===== src/rtl/pwm_timebase_ctrl_if.sv =====
// pwm_timebase_ctrl_if
// Configuration handshake between a configuration source (master) and the
// PWM timebase (slave).
//   cfg_valid : master offers a new divide/high-time pair
//   cfg_ready : slave can accept a pair this cycle
//   cfg_div   : requested period minus 1
//   cfg_high  : requested high cycles per period
interface pwm_timebase_ctrl_if #(
  parameter int W = 8
);
  logic         cfg_valid;
  logic         cfg_ready;
  logic [W-1:0] cfg_div;
  logic [W-1:0] cfg_high;

  modport master (
    output cfg_valid,
    output cfg_div,
    output cfg_high,
    input  cfg_ready
  );

  modport slave (
    input  cfg_valid,
    input  cfg_div,
    input  cfg_high,
    output cfg_ready
  );
endinterface


===== src/rtl/pwm_timebase_ctrl.sv =====
// pwm_timebase_ctrl
// Programmable clock divider / PWM generator with glitch-free reconfiguration.
// A new divide/high-time pair only becomes active on a period boundary; an
// offer made mid-period is parked in a shadow register until the wrap.
//   clk       : single clock, rising edge
//   rst_n     : asynchronous active-low reset
//   en_i      : run enable
//   cfg       : configuration handshake (slave side)
//   clk_out_o : divided clock / PWM output
//   tick_o    : one-cycle pulse on the first cycle of each period
//   cnt_o     : current period counter
//   state_o   : 0 = IDLE, 1 = RUN, 2 = PENDING
//
// state   | meaning
// IDLE    | stopped, counter held at 0, configuration loads straight to active
// RUN     | counting with the active configuration
// PENDING | counting, a shadow configuration waits for the period wrap
module pwm_timebase_ctrl #(
  parameter int W        = 8,
  parameter int RST_DIV  = 2,
  parameter int RST_HIGH = 1
) (
  input  logic                 clk,
  input  logic                 rst_n,
  input  logic                 en_i,
  pwm_timebase_ctrl_if.slave   cfg,
  output logic                 clk_out_o,
  output logic                 tick_o,
  output logic [W-1:0]         cnt_o,
  output logic [1:0]           state_o
);

  localparam logic [1:0] S_IDLE = 2'd0;
  localparam logic [1:0] S_RUN  = 2'd1;
  localparam logic [1:0] S_PEND = 2'd2;

  logic [1:0]   state_q, state_d;
  logic [W-1:0] cnt_q, cnt_d;
  logic [W-1:0] act_div_q, act_div_d;
  logic [W-1:0] act_high_q, act_high_d;
  logic [W-1:0] sh_div_q, sh_div_d;
  logic [W-1:0] sh_high_q, sh_high_d;

  logic ready;
  logic xfer;
  logic at_end;

  assign ready  = (state_q != S_PEND);
  assign xfer   = cfg.cfg_valid && ready;
  assign at_end = (cnt_q == act_div_q);

  always_comb begin
    state_d    = state_q;
    cnt_d      = cnt_q;
    act_div_d  = act_div_q;
    act_high_d = act_high_q;
    sh_div_d   = sh_div_q;
    sh_high_d  = sh_high_q;

    case (state_q)
      S_RUN, S_PEND: begin
        if (!en_i) begin
          // Disable wins over everything; whatever config is newest becomes
          // active so a later re-enable starts with it.
          state_d = S_IDLE;
          cnt_d   = '0;
          if (state_q == S_PEND) begin
            act_div_d  = sh_div_q;
            act_high_d = sh_high_q;
          end else if (xfer) begin
            act_div_d  = cfg.cfg_div;
            act_high_d = cfg.cfg_high;
          end
        end else begin
          cnt_d = at_end ? '0 : cnt_q + W'(1);
          if (state_q == S_PEND) begin
            if (at_end) begin
              act_div_d  = sh_div_q;
              act_high_d = sh_high_q;
              state_d    = S_RUN;
            end
          end else if (xfer) begin
            if (at_end) begin
              // Offer lands exactly on the wrap: no need to park it.
              act_div_d  = cfg.cfg_div;
              act_high_d = cfg.cfg_high;
            end else begin
              sh_div_d  = cfg.cfg_div;
              sh_high_d = cfg.cfg_high;
              state_d   = S_PEND;
            end
          end
        end
      end
      default: begin
        cnt_d = '0;
        if (xfer) begin
          act_div_d  = cfg.cfg_div;
          act_high_d = cfg.cfg_high;
        end
        state_d = en_i ? S_RUN : S_IDLE;
      end
    endcase
  end

  always_ff @(posedge clk or negedge rst_n) begin
    if (!rst_n) begin
      state_q    <= S_IDLE;
      cnt_q      <= '0;
      act_div_q  <= W'(RST_DIV);
      act_high_q <= W'(RST_HIGH);
      sh_div_q   <= W'(RST_DIV);
      sh_high_q  <= W'(RST_HIGH);
    end else begin
      state_q    <= state_d;
      cnt_q      <= cnt_d;
      act_div_q  <= act_div_d;
      act_high_q <= act_high_d;
      sh_div_q   <= sh_div_d;
      sh_high_q  <= sh_high_d;
    end
  end

  // Outputs depend on registered state only, so reset forces them at once.
  assign cfg.cfg_ready = ready;
  assign clk_out_o     = (state_q != S_IDLE) && (cnt_q < act_high_q);
  assign tick_o        = (state_q != S_IDLE) && (cnt_q == '0);
  assign cnt_o         = cnt_q;
  assign state_o       = state_q;

endmodule


===== src/flat_wrapper.sv =====
// flat-port wrapper written by rule: the top's interface ports become plain ports
module pwm_timebase_ctrl_flat 
#(
  parameter int W        = 8,
  parameter int RST_DIV  = 2,
  parameter int RST_HIGH = 1
)
  (clk, rst_n, en_i, clk_out_o, tick_o, cnt_o, state_o, cfg_cfg_valid, cfg_cfg_div, cfg_cfg_high, cfg_cfg_ready);
  pwm_timebase_ctrl_if #(.W(W)) cfg_i ();
  input  logic clk;
  input  logic rst_n;
  input  logic en_i;
  output logic clk_out_o;
  output logic tick_o;
  output logic [W-1:0] cnt_o;
  output logic [1:0] state_o;
  input wire logic [$bits(cfg_i.cfg_valid)-1:0] cfg_cfg_valid;
  input wire logic [$bits(cfg_i.cfg_div)-1:0] cfg_cfg_div;
  input wire logic [$bits(cfg_i.cfg_high)-1:0] cfg_cfg_high;
  output wire logic [$bits(cfg_i.cfg_ready)-1:0] cfg_cfg_ready;
  assign cfg_i.cfg_valid = cfg_cfg_valid;
  assign cfg_i.cfg_div = cfg_cfg_div;
  assign cfg_i.cfg_high = cfg_cfg_high;
  assign cfg_cfg_ready = cfg_i.cfg_ready;
  pwm_timebase_ctrl #(.W(W), .RST_DIV(RST_DIV), .RST_HIGH(RST_HIGH)) u_core (.clk(clk), .rst_n(rst_n), .en_i(en_i), .cfg(cfg_i), .clk_out_o(clk_out_o), .tick_o(tick_o), .cnt_o(cnt_o), .state_o(state_o));
endmodule

===== config.mk =====
export PLATFORM = sky130hd
export DESIGN_NAME = pwm_timebase_ctrl_flat
export DESIGN_NICKNAME = d
export VERILOG_FILES = /design/src/rtl/pwm_timebase_ctrl_if.sv /design/src/rtl/pwm_timebase_ctrl.sv /design/src/flat_wrapper.sv
export SDC_FILE = /design/constraint.sdc
export NUM_CORES = 1
export LEC_CHECK = 0
export BUFFER_PORTS_ARGS = -buffer_cell sky130_fd_sc_hd__clkbuf_2
export CAP_MARGIN = 10
export CORE_MARGIN = 2
export CORE_UTILIZATION = 45
export CTS_CLUSTER_SIZE = 14
export DETAILED_ROUTE_END_ITERATION = 6
export GPL_TIMING_DRIVEN = 0
export PLACE_DENSITY = 0.64
export REMOVE_ABC_BUFFERS = 1
export SLEW_MARGIN = 20
export SYNTH_ARGS = -nofsm -noshare
export SYNTH_HDL_FRONTEND = slang
export SYNTH_SLANG_ARGS = --single-unit

===== constraint.sdc =====
create_clock -name clk -period 2.95 [get_ports clk]
set_clock_uncertainty 0.1 [all_clocks]
set_input_delay 0 -clock clk [delete_from_list [all_inputs] [get_ports clk]]
set_output_delay 0 -clock clk [all_outputs]
set_load 0.02 [all_outputs]

==> qor.txt <==
Outcome: finished, final reports clean
Maximum fanout along the worst path: 17
Crit-path cells: xnor2_1 -> nand4_2 -> o31ai_4 -> a21boi_4 -> o21a_1
Fillcell total: 478
TritonCTS clock tree: done
CTS root buf: clkbuf_8
Ant diodes: 0
Worst-skew pair later-pin latency: 0.29 ns
Peak VDD IR: 299 uV
Largest net degree at the start of global routing: 43
Area growth from synthesis to layout: 20.4%
Floorplan die width: 75.7 um
Post-DP HPWL: 3120 um
Share of cells above drive strength 1: 26.2%
WS Path Type: reg2reg
Slowest cell on the critical path: o31ai_4
Top cells by area, synth: dfrtp_1 41%, mux2_2 7.8%, ha_1 6.0%, nor3b_1 5.2%, o21a_1 5.2%
Ports: 33
Area share of the largest cell type after synthesis: 41.1%
Via count: 1743
Placer Congestion: 0.816
CP peak stage delay: 0.61 ns
Min-delay worst type: in2reg
Global-route wire length before repair: 7910 um
Synthesized instance count: 213
DIE AREA: 0.00572 mm2
Critical path required time: 3.08 ns
CORE AREA: 0.00504 mm2
CTS Buf Count: 5
CTS Buffer Depth: 2
P_leak: 1.20 nW
First-pass iteration count of the detailed router: 4
Antenna-violating nets left: 0
Largest area contributor in the synthesized netlist: dfrtp_1
Wire per inst: 13.9 um
Number of global-route vias before repair: 1644
Worst-margin pin slew: 0.929 ns
Die extent in y: 75.7 um
H-tree level count: 2
Distinct cell type count after synthesis: 34
Placed instance area: 0.00252 mm2
Relative slew slack: 38.1%
CP endpoint kind: flop
Starting Density: 45.8%
Clock transition at path regs: 0.08 ns
Max Slew Vio Count: 0
Netlist Area Pre-Place: 0.00231 mm2
Post-synthesis async set-or-reset flop share: 100%
Avg Cell Area, Syn: 10.8 um2
Final Critical Period: 2.43 ns
GR Overflow Total: 0
Setup TNS: 0 ns
Fin Hold WS: 0.0466 ns
Final-report hold violation count: 0
Final Cell Area: 0.00278 mm2
Max-Cap Viols: 0
Post-CTS setup buffer count: 0
Most common cell after layout, fill and taps aside: dfrtp_1
Yosys warning total: 0
Worst Setup Start Kind: flop
Number of core rows: 26
Most frequent cells in the layout: 38 x dfrtp_1, 31 x clkbuf_2, 18 x o21ai_0, 17 x dlygate4sd3_1
F_max: 411 MHz
Global router's overall resource usage: 18.4%
Initial antenna violation count: 0
Final net count: 293
Port Buffer Count: 32
RSZ-0062 raised after global routing: no
Vias per std cell: 5.23
Clock Sinks: 42
Yosys reg bits: 42
Initial DRC Count: 106
Post-synth top flop: dfrtp_1
Period utilization: 82.5%
Post-synthesis sequential area ratio: 45.7%
Final WL: 4630 um
Finish-stage setup viols: 0
Detailed-route DRC error count: 0
Post-synth EDFFs: 0
WP data arrival: 2.57 ns
PwrDens: 859 mW/mm2
==> area by class of cell <==
cell class              instances  area, um2  share of cell area [%]
multi-input cells             150       1160                    41.7
flip-flops and latches         42       1060                    37.9
repair buffers                 49        330                    11.9
well taps                      70       87.6                    3.15
clock buffers                   6       82.6                    2.97
inverters                      14       52.6                    1.89
clock inverters                 2       12.5                   0.450
==> critical path: cells and delay by family (launching register included) <==
family / cells / cell delay, ns
compound gates: 3 / 1.32
flops: 1 / 0.49
xor+xnor: 1 / 0.23
simple gates: 1 / 0.22
==> Yosys cell counts (all sizes together), types with 5 or more instances <==
| master | count |
|---|---|
| xor2 | 5 |
| o21a | 16 |
| nor2 | 14 |
| ha | 11 |
| o21ai | 19 |
| nand3 | 5 |
| xnor2 | 9 |
| inv | 14 |
| clkbuf | 5 |
| o22ai | 16 |
| dfrtp | 38 |
| mux2 | 16 |
| nor3b | 16 |
==> path summary, 6_finish.rpt <==
| path | cells past startpoint | slack [ns] | from | to |
|---|---|---|---|---|
| hold / removal | 3 | 0.05 | en_i | u_core.state_o[0] |
| min in group asynchronous | 2 | 0.29 | rst_n | u_core.sh_div_q[3] |
| setup / recovery | 5 | 0.52 | u_core.cnt_o[1] | u_core.act_high_q[3] |
| hold reg to reg | 1 | 0.40 | u_core.act_high_q[6] | u_core.act_high_q[6] |
| max in group asynchronous | 2 | 1.89 | rst_n | u_core.cnt_o[2] |
| setup reg to reg | 5 | 0.52 | u_core.cnt_o[1] | u_core.act_high_q[3] |
==> stage by stage <==
stage                     instances  utilization [%]  setup WS (ns)  power, W
final                           333             55.2          0.517   0.00239
after global routing            333             55.2          0.324   0.00258
after CTS                       333             55.2          0.417   0.00242
after detailed placement        308             49.9          0.442   0.00202
after global placement          308             49.9          0.472   0.00198
after floorplan                 206                -          0.772   0.00174
==> layer usage <==
layer | vias up | track usage (%) | wire (um)
li1 | 874 | - | -
met1 | 838 | 24.3 | 2200
met2 | 25 | 31.1 | 2260
met3 | 6 | 3.97 | 116
met4 | 0 | 4.09 | 55
met5 | - | 0 | 0
==> power breakdown <==
group          switching, W  internal, W  total, W
sequential         0.000150     0.000840  0.000990
combinational      0.000540     0.000469   0.00101
clock              0.000201     0.000188  0.000390
==> kinds of logic after synthesis <==
family,Yosys count,share of synthesized area [%]
and+or+nand+nor,48,12.8
DFF,42,45.7
buffers and inverters,21,4.06
muxes,16,7.80
xor gates and xnor gates,14,5.31
adders and majority gates,11,5.96
AOI/OAI and AO/OA,61,18.4
==> what timing repair did <==
item	4_1_cts	5_1_grt
hold buffers	17	0
endpoints found under the hold margin	54	0
resized for setup	0	0
==> registers in the layout (all words and copies together), names as in the netlist <==
name / count
u_core.act_div_q: 8
u_core.act_high_q: 8
u_core.cnt_o: 8
u_core.sh_div_q: 8
u_core.sh_high_q: 8
u_core.state_o: 2
Note: power is estimated with default switching activity, not from simulation.
